<file path="config.mk">
export PLATFORM = sky130hd
export DESIGN_NAME = park_exit_ctrl
export DESIGN_NICKNAME = d
export VERILOG_FILES = /design/src/rtl/park_exit_ctrl.sv
export SDC_FILE = /design/constraint.sdc
export NUM_CORES = 1
export LEC_CHECK = 0
export CAP_MARGIN = 20
export CORE_UTILIZATION = 53
export DETAILED_ROUTE_END_ITERATION = 10
export GPL_ROUTABILITY_DRIVEN = 0
export PLACE_DENSITY = 0.8
export SLEW_MARGIN = 20
export SYNTH_ARGS = -nofsm -noshare
export SYNTH_HDL_FRONTEND = slang
export SYNTH_SLANG_ARGS = --single-unit
</file>
<file path="constraint.sdc">
create_clock -name i_clk -period 5.08 [get_ports i_clk]
set_input_delay 1.016 -clock i_clk [delete_from_list [all_inputs] [get_ports i_clk]]
set_output_delay 1.016 -clock i_clk [all_outputs]
set_load 0.01 [all_outputs]
</file>
<file path="src/rtl/park_exit_ctrl.sv">
// Parking-lot exit controller: decrypts an exit token into a slot number, frees
// the slot if occupied and pulses the gate, or counts failures towards a lockout.
module park_exit_ctrl #(
  parameter int NUM_BITS    = 3,
  parameter int MAX_FAIL    = 3,
  parameter int LOCK_CYCLES = 8,
  parameter int GATE_CYCLES = 4
) (
  input  logic                       i_clk,
  input  logic                       i_reset,
  input  logic                       i_exit,
  input  logic [NUM_BITS-1:0]        i_token,
  input  logic [NUM_BITS-1:0]        i_pattern,
  input  logic                       i_park_in_valid,
  input  logic [NUM_BITS-1:0]        i_park_in_number,
  output logic [NUM_BITS-1:0]        o_park_number,
  output logic                       o_exit_ok,
  output logic                       o_exit_err,
  output logic                       o_gate_open,
  output logic                       o_locked,
  output logic                       o_busy,
  output logic [(1<<NUM_BITS)-1:0]   o_occupancy,
  output logic [NUM_BITS:0]          o_free_count,
  output logic [1:0]                 o_dbg_state
);

  localparam int SLOTS = 1 << NUM_BITS;
  localparam int FW    = (MAX_FAIL    < 1) ? 1 : $clog2(MAX_FAIL + 1);
  localparam int LW    = (LOCK_CYCLES < 1) ? 1 : $clog2(LOCK_CYCLES + 1);
  localparam int GW    = (GATE_CYCLES < 1) ? 1 : $clog2(GATE_CYCLES + 1);

  localparam logic [1:0] ST_IDLE  = 2'd0;
  localparam logic [1:0] ST_CHECK = 2'd1;
  localparam logic [1:0] ST_GATE  = 2'd2;
  localparam logic [1:0] ST_LOCK  = 2'd3;

  // Handshake: i_exit is a request with no ready/ack. It is taken only on an
  // edge where o_busy=0 (IDLE); requests on any other edge are dropped, never queued.

  logic [1:0]          r_state;
  logic [NUM_BITS-1:0] r_dec;
  logic [SLOTS-1:0]    r_occ;
  logic [FW-1:0]       r_fail_cnt;
  logic [GW-1:0]       r_gate_cnt;
  logic [LW-1:0]       r_lock_cnt;
  logic [NUM_BITS-1:0] r_park_number;
  logic                r_exit_ok;
  logic                r_exit_err;

  logic                w_hit;
  logic [FW-1:0]       w_fail_inc;
  logic                w_fail_max;
  logic [SLOTS-1:0]    w_occ_next;
  logic [NUM_BITS:0]   w_free;

  assign w_hit      = r_occ[r_dec];
  assign w_fail_inc = r_fail_cnt + 1'b1;
  assign w_fail_max = (w_fail_inc == FW'(MAX_FAIL));

  // An entry event on the slot being freed in CHECK wins: the set is applied last.
  always_comb begin
    w_occ_next = r_occ;
    if (r_state == ST_CHECK && w_hit)
      w_occ_next[r_dec] = 1'b0;
    if (i_park_in_valid)
      w_occ_next[i_park_in_number] = 1'b1;
  end

  always_comb begin
    w_free = '0;
    for (int i = 0; i < SLOTS; i++) begin
      if (!r_occ[i])
        w_free = w_free + 1'b1;
    end
  end

  always_ff @(posedge i_clk or posedge i_reset) begin
    if (i_reset) begin
      r_occ <= '0;
    end else begin
      r_occ <= w_occ_next;
    end
  end

  always_ff @(posedge i_clk or posedge i_reset) begin
    if (i_reset) begin
      r_state       <= ST_IDLE;
      r_dec         <= '0;
      r_fail_cnt    <= '0;
      r_gate_cnt    <= '0;
      r_lock_cnt    <= '0;
      r_park_number <= '0;
      r_exit_ok     <= 1'b0;
      r_exit_err    <= 1'b0;
    end else begin
      r_park_number <= '0;
      r_exit_ok     <= 1'b0;
      r_exit_err    <= 1'b0;
      case (r_state)
        ST_IDLE: begin
          if (i_exit) begin
            r_dec   <= i_token ^ i_pattern;
            r_state <= ST_CHECK;
          end
        end
        ST_CHECK: begin
          if (w_hit) begin
            r_fail_cnt    <= '0;
            r_park_number <= r_dec;
            r_exit_ok     <= 1'b1;
            r_gate_cnt    <= GW'(GATE_CYCLES);
            r_state       <= ST_GATE;
          end else begin
            r_exit_err <= 1'b1;
            if (w_fail_max) begin
              r_fail_cnt <= '0;
              r_lock_cnt <= LW'(LOCK_CYCLES);
              r_state    <= ST_LOCK;
            end else begin
              r_fail_cnt <= w_fail_inc;
              r_state    <= ST_IDLE;
            end
          end
        end
        ST_GATE: begin
          // The count is the number of GATE cycles still owed, including this one.
          if (r_gate_cnt <= GW'(1)) begin
            r_gate_cnt <= '0;
            r_state    <= ST_IDLE;
          end else begin
            r_gate_cnt <= r_gate_cnt - 1'b1;
          end
        end
        ST_LOCK: begin
          if (r_lock_cnt <= LW'(1)) begin
            r_lock_cnt <= '0;
            r_state    <= ST_IDLE;
          end else begin
            r_lock_cnt <= r_lock_cnt - 1'b1;
          end
        end
        default: r_state <= ST_IDLE;
      endcase
    end
  end

  assign o_park_number = r_park_number;
  assign o_exit_ok     = r_exit_ok;
  assign o_exit_err    = r_exit_err;
  assign o_gate_open   = (r_state == ST_GATE);
  assign o_locked      = (r_state == ST_LOCK);
  assign o_busy        = (r_state != ST_IDLE);
  assign o_occupancy   = r_occ;
  assign o_free_count  = w_free;
  assign o_dbg_state   = r_state;

endmodule

</file>
==> results by group <==
Run status
  • Status: finished, final reports clean

Yosys
  • Post-synthesis share of cell area spent on full adders, half adders and majority gates: 0.0725
  • Synthesis warning total: 0
  • Sequential fraction of the synthesis area: 0.326
  • EDFF count, synth: 0
  • Combinational family with the most area after synthesis: simple AND/OR/NAND/NOR gates
  • Post-synth top flop: sky130_fd_sc_hd__dfrtp_1
  • Complex-gate fraction of the synthesized area: 0.181
  • Fraction of synthesized cell area in xor and xnor cells: 0.124
  • Area of the mapped netlist: 2070 um^2
  • Share of cell area taken by muxes after synthesis: 0.0489
  • Share of synthesized cell area in and, or, nand and nor gates: 0.188
  • Async set-or-reset flop fraction in the synthesized netlist: 1.00
  • Leading post-synthesis cells by cell area: sky130_fd_sc_hd__dfrtp_1 (33%), sky130_fd_sc_hd__ha_1 (7.2%), sky130_fd_sc_hd__xnor2_1 (6.8%)
  • Cell count after synthesis: 236
  • Mean post-synth cell area: 8.78 um^2
  • Flop and latch count out of synthesis: 27
  • Unique masters post-synth: 45
  • Top cell type's share of synthesized area: 0.326
  • Top-count cell post-synth: sky130_fd_sc_hd__dfrtp_1
  • Total nets after synthesis: 261
  • Most area-hungry cell type in the Yosys netlist: sky130_fd_sc_hd__dfrtp_1
  • Leading cell types by count after synthesis: sky130_fd_sc_hd__dfrtp_1 (27), sky130_fd_sc_hd__o21ai_0 (24), sky130_fd_sc_hd__nand2_1 (23), sky130_fd_sc_hd__inv_1 (19)

Floorplanning
  • Number of top-level pins: 35
  • DIE AREA: 4160 um^2
  • Placement row count: 22
  • Horiz. Die Dim: 64.5 um
  • Height of the chip: 64.5 um
  • Initial Util: 0.558
  • Standard cell core area: 3720 um^2

Cells and area
  • ANT cells: 0
  • Final-layout fill cell count: 308
  • Layout overhead on the synthesized area: 28.2%
  • Share of final-layout standard cells stronger than drive strength 1: 0.145
  • Count of nets after finishing: 309

STA
  • Fin crit share: 0.948
  • Slew Limit Headroom: 0.382
  • Final hold viol count: 0
  • Unrepaired setup endpoints after global routing: yes
  • Max Transition Viols Final: 0
  • Transition at the pin with the smallest max-transition slack: 922 ps
  • Clock Skew: 6.39 ps
  • Min Clock Period, post-route: 4820 ps
  • Maximum clock frequency: 0.208 GHz
  • Summed negative setup slack over all endpoints: 0 ps
  • Number of failing setup endpoints in the final timing report: 0
  • Setup slack after layout: 264 ps

Global routing
  • Layer carrying the most global-route usage: met2
  • Number of global-route vias before repair: 1744
  • Leftover overflow at the end of global routing: 0
  • Met2 GRT Util: 0.418
  • Global-route wire length before repair: 7440 um
  • Tot GR Track Use: 0.224
  • M3 GR Usage: 0.0158
  • Pin count of the biggest net entering global routing: 28
  • Initial antenna violation count: 0
  • Met1 GRT Util: 0.277

Route
  • Final antenna-violating net count: 0
  • DRT Pass-1 Iters: 4
  • Count of routing violations after the opening detailed-route iteration: 89
  • Post-DR wirelength/cell: 12.9 um
  • Via count normalized by instance count: 5.44
  • Residual DRC count: 0
  • Count of vias placed by the detailed router: 1802
  • DRT Wirelength: 4280 um

Worst setup path
  • Maximum net fanout on the critical path: 3
  • Critical path class: reg -> out
  • Data required time at the worst endpoint: 4060 ps
  • Endpoint kind of the worst setup timing path: output pin
  • Setup crit start kind: flop
  • Endpoint arrival time on the critical path: 3800 ps

Clocking
  • Clock buffer depth: 2
  • CTS buffer count: 3
  • TritonCTS clock tree: built
  • Clock transition time at the flip-flop clock pins of the worst setup and hold paths: 90 ps
  • Insertion delay to the later sink of the worst-skew pair: 280 ps
  • CTS H-tree lvls: 1
  • Clock tree root driver cell: sky130_fd_sc_hd__clkbuf_8
  • TritonCTS Sinks: 27

Pwr
  • Power density cells: 760 nW/um^2
  • Static leakage: 0.00117 uW
  • Overall Power: 2020 uW
  • Peak supply drop: 0.314 mV

Flow run
  • Max-Cap Viols: 0

Placed design
  • Post-DP HPWL: 3260 um
  • Post-place setup slack: -57.9 ps
  • IO Port Bufs: 34

Min path
  • HP Class: reg -> reg
[routing by layer]
metal | up-vias | wire length, um
li1 | 907 | -
met1 | 853 | 1950
met2 | 37 | 2200
met3 | 5 | 98
met4 | 0 | 36
met5 | - | 0
[registers in the layout, summed over array words and instances, names as in the netlist]
register / cells
o_occupancy: 8
o_dbg_state: 2
r_fail_cnt: 2
r_lock_cnt: 4
o_exit_ok: 1
r_dec: 3
o_exit_err: 1
o_park_number: 3
r_gate_cnt: 3
[critical path: stages, from the launching register on]
cell and delay, ps:
sky130_fd_sc_hd__dfrtp_1 400, sky130_fd_sc_hd__buf_4 150, sky130_fd_sc_hd__ha_1 200, sky130_fd_sc_hd__mux2i_1 180, sky130_fd_sc_hd__xnor2_1 100, sky130_fd_sc_hd__mux2_2 290
sky130_fd_sc_hd__ha_4 240, sky130_fd_sc_hd__or2_4 240, sky130_fd_sc_hd__a21oi_2 130, sky130_fd_sc_hd__a31oi_1 50, sky130_fd_sc_hd__xnor2_1 200, sky130_fd_sc_hd__o21ai_1 110
sky130_fd_sc_hd__ha_1 300, sky130_fd_sc_hd__nor2_1 90, sky130_fd_sc_hd__a21oi_1 50, sky130_fd_sc_hd__ha_1 200, sky130_fd_sc_hd__nor2b_1 130, sky130_fd_sc_hd__xnor2_1 190
sky130_fd_sc_hd__xnor2_1 130, sky130_fd_sc_hd__buf_2 140
[cell usage in the layout, fill, tap and decap left out, drive strengths merged, types with 2 or more instances in the layout]
master	n
buf	18
nor4	2
or2	3
mux2i	9
and2	2
o21ai	24
nor2b	7
xor2	6
xnor2	18
nand2	23
o22ai	2
a21oi	10
ha	12
inv	18
a31oi	3
a21o	2
nor2	17
nand2b	12
nor3	3
o31ai	6
dlygate4sd2	2
clkbuf	3
nand3	3
dfrtp	27
clkdlybuf4s50	31
o221ai	2
a22o	2
[kinds of logic after synthesis]
kind of cell    count (synthesis)
mux                            10
buf+inv                        27
simple gates                   76
compound gates                 59
xor+xnor                       25
fa+ha+maj                      12
flops                          27
[worst paths after layout]
kind,startpoint,end,slack [ps],cells past startpoint
min in group asynchronous,i_reset,r_gate_cnt[0],1130,2
max in group asynchronous,i_reset,o_occupancy[3],3530,2
worst max register to register,o_occupancy[4],o_occupancy[1],2740,9
worst min register to register,r_fail_cnt[0],r_fail_cnt[0],530,1
worst max-delay path,o_occupancy[0],o_free_count[2],260,19
worst min-delay path,r_fail_cnt[0],r_fail_cnt[0],530,1
[report_power, final]
| group | total [uW] | leakage [uW] | internal [uW] | switching [uW] |
|---|---|---|---|---|
| registers | 441 | 0.000318 | 304 | 136 |
| clock network | 124 | 0.0000217 | 55.7 | 68.0 |
| logic | 1460 | 0.000834 | 769 | 686 |
[area by class of cell]
cell class / instances / area, um^2 / share of cell area
clock buffers: 3 / 41.3 / 0.0155
multi-input cells: 182 / 1340 / 0.504
repair buffers: 51 / 460 / 0.173
inverters: 19 / 71.3 / 0.0268
clock inverters: 1 / 7.51 / 0.00283
flip-flops and latches: 27 / 676 / 0.254
well taps: 48 / 60.1 / 0.0226
[metrics by stage]
| step | util | cells | hold WS [ps] | instance area, um^2 |
|---|---|---|---|---|
| 2_1_floorplan | - | 236 | 465 | 2070 |
| 3_3_place_gp | 0.679 | 324 | 487 | 2520 |
| 3_5_place_dp | 0.679 | 324 | 519 | 2520 |
| 4_1_cts | 0.696 | 330 | 539 | 2580 |
| 5_1_grt | 0.715 | 331 | 567 | 2660 |
| 6_report | 0.715 | 331 | 533 | 2660 |
[what timing repair did]
item	4_1_cts	5_1_grt
resized for setup	4	13
gates cloned	0	0
hold buffers	0	0
setup endpoints to repair	3	3
setup buffers	2	1
pin swaps	1	7
No activity file was read; power rests on OpenSTA's default activity.
